## src/rtl/spi_reg_burst.sv

```systemverilog
// SPI-slave register bridge: 8-bit command, then REG_W-bit words with address auto-increment until CS rises.
// Pin events act ~3 clk after the pin edge (2-flop sync + edge detect); no backpressure, read data must beat the first data edge.
module spi_reg_burst #(
  parameter int ADDR_W   = 4,
  parameter int REG_W    = 32,
  parameter int CPOL     = 0,
  parameter int CPHA     = 0,
  parameter int AUTO_INC = 1
) (
  input  logic              clk,
  input  logic              rst,
  input  logic              ena,
  input  logic              spi_clk,
  input  logic              spi_cs_n,
  input  logic              spi_mosi,
  output logic              spi_miso,
  output logic [ADDR_W-1:0] reg_addr,
  output logic              reg_addr_v,
  input  logic [REG_W-1:0]  reg_data_i,
  input  logic              reg_data_i_dv,
  output logic [REG_W-1:0]  reg_data_o,
  output logic              reg_data_o_dv,
  output logic              reg_rw,
  output logic [1:0]        txn_width,
  output logic              rd_underrun
);

  localparam int CNT_W = $clog2(REG_W + 1);
  localparam logic [CNT_W-1:0]  CNT_ONE   = CNT_W'(1);
  localparam logic [CNT_W-1:0]  CMD_LAST  = CNT_W'(7);
  localparam logic [CNT_W-1:0]  WORD_LAST = CNT_W'(REG_W - 1);
  localparam logic [ADDR_W-1:0] ADDR_STEP = ADDR_W'(AUTO_INC);

  typedef enum logic [2:0] {IDLE, CMD, RD_REQ, RD_WAIT, TX, RX} state_t;

  state_t           state;
  logic [1:0]       sclk_sync, cs_sync, mosi_sync;
  logic             sclk_prev, cs_prev;
  logic             sclk_s, cs_n_s, mosi_s;
  logic             sclk_rise, sclk_fall, lead_edge, trail_edge;
  logic             sample_edge, change_edge, first_edge, cs_fall, cs_rise;
  logic [CNT_W-1:0] bit_cnt;
  logic [7:0]       cmd_sr;
  logic             cmd_done;
  logic [REG_W-1:0] shift_buf;
  logic [REG_W-1:0] rx_word;
  logic             wr_stb, rd_stb, urun_stb;

  assign sclk_s = sclk_sync[1];
  assign cs_n_s = cs_sync[1];
  assign mosi_s = mosi_sync[1];

  // SPI clock edges only count inside a frame
  assign sclk_rise   = ~cs_n_s & sclk_s & ~sclk_prev;
  assign sclk_fall   = ~cs_n_s & ~sclk_s & sclk_prev;
  assign lead_edge   = (CPOL == 0) ? sclk_rise : sclk_fall;
  assign trail_edge  = (CPOL == 0) ? sclk_fall : sclk_rise;
  assign sample_edge = (CPHA == 0) ? lead_edge : trail_edge;
  assign change_edge = (CPHA == 0) ? trail_edge : lead_edge;
  assign first_edge  = (CPHA == 0) ? sample_edge : change_edge;
  assign cs_fall     = cs_prev & ~cs_n_s;
  assign cs_rise     = ~cs_prev & cs_n_s;
  assign rx_word     = {shift_buf[REG_W-2:0], mosi_s};

  assign spi_miso      = (state == TX) & shift_buf[REG_W-1];
  assign reg_data_o_dv = wr_stb & ena;
  assign reg_addr_v    = rd_stb & ena;
  assign rd_underrun   = urun_stb & ena;

  // Synchronisers carry no reset so a reset mid-frame cannot fake a CS falling edge
  always_ff @(posedge clk) begin
    if (ena) begin
      sclk_sync <= {sclk_sync[0], spi_clk};
      cs_sync   <= {cs_sync[0], spi_cs_n};
      mosi_sync <= {mosi_sync[0], spi_mosi};
      sclk_prev <= sclk_sync[1];
      cs_prev   <= cs_sync[1];
    end
  end

  always_ff @(posedge clk) begin
    if (rst) begin
      state      <= IDLE;
      bit_cnt    <= '0;
      cmd_sr     <= '0;
      cmd_done   <= 1'b0;
      shift_buf  <= '0;
      reg_data_o <= '0;
      reg_addr   <= '0;
      reg_rw     <= 1'b0;
      txn_width  <= 2'b11;
      wr_stb     <= 1'b0;
      rd_stb     <= 1'b0;
      urun_stb   <= 1'b0;
    end else if (ena) begin
      wr_stb   <= 1'b0;
      rd_stb   <= 1'b0;
      urun_stb <= 1'b0;
      // write strobe goes out with the word's own address, then steps
      if (wr_stb)
        reg_addr <= reg_addr + ADDR_STEP;

      if (cs_rise) begin
        state    <= IDLE;
        bit_cnt  <= '0;
        cmd_done <= 1'b0;
      end else begin
        case (state)
          IDLE: begin
            if (cs_fall) begin
              state    <= CMD;
              bit_cnt  <= '0;
              cmd_done <= 1'b0;
            end
          end
          CMD: begin
            if (cmd_done) begin
              cmd_done  <= 1'b0;
              reg_rw    <= cmd_sr[7];
              txn_width <= cmd_sr[6:5];
              reg_addr  <= cmd_sr[ADDR_W-1:0];
              bit_cnt   <= '0;
              state     <= cmd_sr[7] ? RX : RD_REQ;
            end else if (sample_edge) begin
              cmd_sr <= {cmd_sr[6:0], mosi_s};
              if (bit_cnt == CMD_LAST) begin
                bit_cnt  <= '0;
                cmd_done <= 1'b1;
              end else begin
                bit_cnt <= bit_cnt + CNT_ONE;
              end
            end
          end
          RX: begin
            if (sample_edge) begin
              shift_buf <= rx_word;
              if (bit_cnt == WORD_LAST) begin
                bit_cnt    <= '0;
                reg_data_o <= rx_word;
                wr_stb     <= 1'b1;
              end else begin
                bit_cnt <= bit_cnt + CNT_ONE;
              end
            end
          end
          RD_REQ: begin
            rd_stb <= 1'b1;
            state  <= RD_WAIT;
          end
          RD_WAIT: begin
            // For CPHA=0 the underrun edge is itself the word's first sample
            if (first_edge) begin
              urun_stb  <= 1'b1;
              shift_buf <= '0;
              bit_cnt   <= (CPHA == 0) ? CNT_ONE : '0;
              state     <= TX;
            end else if (reg_data_i_dv) begin
              shift_buf <= reg_data_i;
              bit_cnt   <= '0;
              state     <= TX;
            end
          end
          TX: begin
            if (change_edge && !((CPHA != 0) && (bit_cnt == '0)))
              shift_buf <= {shift_buf[REG_W-2:0], 1'b0};
            if (sample_edge) begin
              if (bit_cnt == WORD_LAST) begin
                bit_cnt  <= '0;
                reg_addr <= reg_addr + ADDR_STEP;
                state    <= RD_REQ;
              end else begin
                bit_cnt <= bit_cnt + CNT_ONE;
              end
            end
          end
          default: state <= IDLE;
        endcase
      end
    end
  end

endmodule

```

## config.mk

```make
export PLATFORM = sky130hd
export DESIGN_NAME = spi_reg_burst
export DESIGN_NICKNAME = d
export VERILOG_FILES = /design/src/rtl/spi_reg_burst.sv
export SDC_FILE = /design/constraint.sdc
export NUM_CORES = 1
export LEC_CHECK = 0
export CORE_ASPECT_RATIO = 0.6
export CORE_MARGIN = 3
export CORE_UTILIZATION = 50
export DETAILED_ROUTE_END_ITERATION = 10
export PLACE_DENSITY = 0.78
export SKIP_LAST_GASP = 1
export SYNTH_ARGS = -nofsm -noshare
export SYNTH_HDL_FRONTEND = slang
export SYNTH_SLANG_ARGS = --single-unit
```

## constraint.sdc

```tcl
create_clock -name clk -period 2.9 [get_ports clk]
set_input_delay 0.435 -clock clk [delete_from_list [all_inputs] [get_ports clk]]
set_output_delay 0.435 -clock clk [all_outputs]
set_load 0.005 [all_outputs]
```

==> metrics.txt <==
status=finished, final reports clean; post-route ant nets=0; worst slack at placement=0.365 ns; TNS Setup=0 ns; DRC viols=0; HP Class=flip-flop to flip-flop; Synth Cell Area=4500 µm²; clock share of power=43.7%; Critical Path RT=2.47 ns; synth cell count leaders=nand2_1, dfxtp_1, a21oi_1, nor2_1, a22oi_1; initial antenna violation count=0; H-tree levels=3; largest net degree at the start of global routing=65; DR vias/cell=5.81; Warnings, synthesis=0; Initial Utilization=52.2%; worst rel slew slack=46.8%; die width=128 µm; clock-pin slew on the worst setup and hold paths=0.06 ns; vias in the first global route=3,753; Setup-failing EPs final=0; Hold Fails Final Rpt=0; Net count, final=616; setup slack after layout=0.416 ns; vias after detailed routing=4,018; CP Class=input port to output pin; CP Cell Sequence=clkdlybuf4s50_1 > buf_4 > nand2_1 > inv_1 > clkdlybuf4s50_1; die height=79.5 µm; worst-margin pin slew=0.790 ns; Num Clock Sinks=100; most common cell in the synthesized netlist=nand2_1; Psw=0.610 mW; switching part of the total=21.4%; Area Growth Syn to Fin=26.6%; R2R depth=6; die area=10,200 µm²; RD Place Congestion=0.910; Worst Skew=0.00632 ns; Design Power=2.84 mW; Static Leak=1.80 nW; Flop pwr share=50.0%; IO Count=82; Logic pwr share=6.3%; post-synth top area share=40.9%; Slew Viols, Final=0; CP top delay family=buffers and inverters; Mapped Cells=505; Worst-Skew Late Latency=0.34 ns; minimum clock period=2.48 ns; first-pass GRT wire length=19.0 mm; CTS resizes=0; number of diodes=0; Slowest-stage cell, CP=clkdlybuf4s50_1; synthesized net count=547; Final period util=85.7%; EDFF count, synth=8; critical path fanouts, max=10; Crit. End Element=output pin; Hold Path Stages=0; Clock Path Buffers=2; hold_buf cts=0; FP Rows=26; final wirelength=11.4 mm; initial DRC count=380; Critical Path Start Type=input port; Data arrival, critical path=2.05 ns; share of layout cells above drive strength 1=11.9%; port bufs=81; CTS tree=built; 1st-pass router iterations=5; Critical path buffers and inverters=4; CP most frequent cell=clkdlybuf4s50_1; cell chosen for the clock root=clkbuf_16; grt ovf=0; post-CTS setup buffer count=0; dpl hpwl=7.87 mm; worst vdd rail ir drop=0.324 mV; GRT Total Usage=23.1%; Post-Syn Area per Cell=8.91 µm²; MaxCap Viol Count=0; PD cells=499 nW/µm²; WL/cell=16.5 µm; achievable frequency=403 MHz; Synth Flop Type=dfxtp_1; register area share after synthesis=46.3%; cell depth of the worst setup path=5; Async S/R FF share, synth=0%; Yosys reg bits=100; RSZ-0062 raised after global routing=no; crit-path max cell delay=0.61 ns; Pint=2.23 mW; Core ar.=8620 µm²; cell taking the most area after synthesis=dfxtp_1; Synth area leaders=dfxtp_1, nand2_1, a211oi_2; CTS Buf Count=9; count of unique library cells instantiated by Yosys=57
-- routing by layer --
metal  vias to the layer above  track usage [%]  share of wire (%)
li1                       1943                -                  -
met1                      1892             33.9                 48
met2                       171             34.3                 44
met3                        12             6.48                7.4
met4                         0             3.81               0.71
met5                         -                0                  0
-- metrics by stage --
stage               instance area [µm²]  hold slack (ns)  utilization, %  std cells
floorplan                          4500            0.400               -        505
global placement                   5380            0.401            62.5        675
detailed placement                 5380            0.406            62.5        675
CTS                                5700            0.422            66.1        691
global route                       5700            0.438            66.1        691
finish                             5700            0.421            66.1        691
-- power groups by stage --
stage	clock network (mW)	logic, mW	registers, mW
floorplan	0	0.0955	1.44
global placement	0	0.174	1.45
detailed placement	0	0.175	1.45
CTS	1.27	0.177	1.42
global route	1.32	0.196	1.42
finish	1.24	0.180	1.42
-- area by class of cell --
cell class / instances / area, µm²
repair buffers: 95 / 926
inverters: 10 / 37.5
clock inverters: 3 / 41.3
flip-flops and latches: 100 / 2080
well taps: 112 / 140
fillers: 701 / 2920
clock buffers: 13 / 272
multi-input cells: 358 / 2200
-- placed cells by master, fill, tap and decap left out, types with 8 or more instances in the layout --
cell type / instances
buf_4: 14
a22oi_1: 32
nor3_1: 9
inv_1: 9
clkdlybuf4s50_1: 80
dfxtp_1: 92
nor2_1: 45
clkbuf_16: 10
a21oi_1: 52
edfxtp_1: 8
nand2_1: 97
a211oi_2: 28
-- kinds of logic (layout without fill, tap and decap cells) --
logic type / after synthesis / count (layout) / share of synthesized area, %
buffers and inverters: 47 / 121 / 4.95
muxes: 5 / 5 / 1.14
xor gates and xnor gates: 3 / 3 / 0.584
and+or+nand+nor: 198 / 198 / 20.4
adders and majority gates: 3 / 3 / 0.834
AOI/OAI and AO/OA: 149 / 149 / 25.9
DFF: 100 / 100 / 46.3
-- registers in the layout (all words and copies together), names as in the netlist, 3 cells and up --
register,count
bit_cnt,6
reg_data_o,32
state,3
reg_addr,4
shift_buf,32
cmd_sr,8
-- path summary, 6_finish.rpt --
check / to / start / slack (ns)
setup / recovery: reg_data_o_dv / ena / 0.42
hold / removal: sclk_sync[1] / sclk_sync[0] / 0.42
setup reg to reg: shift_buf[22] / state[1] / 0.54
hold reg to reg: sclk_sync[1] / sclk_sync[0] / 0.42
Note: power is estimated with default switching activity, not from simulation.
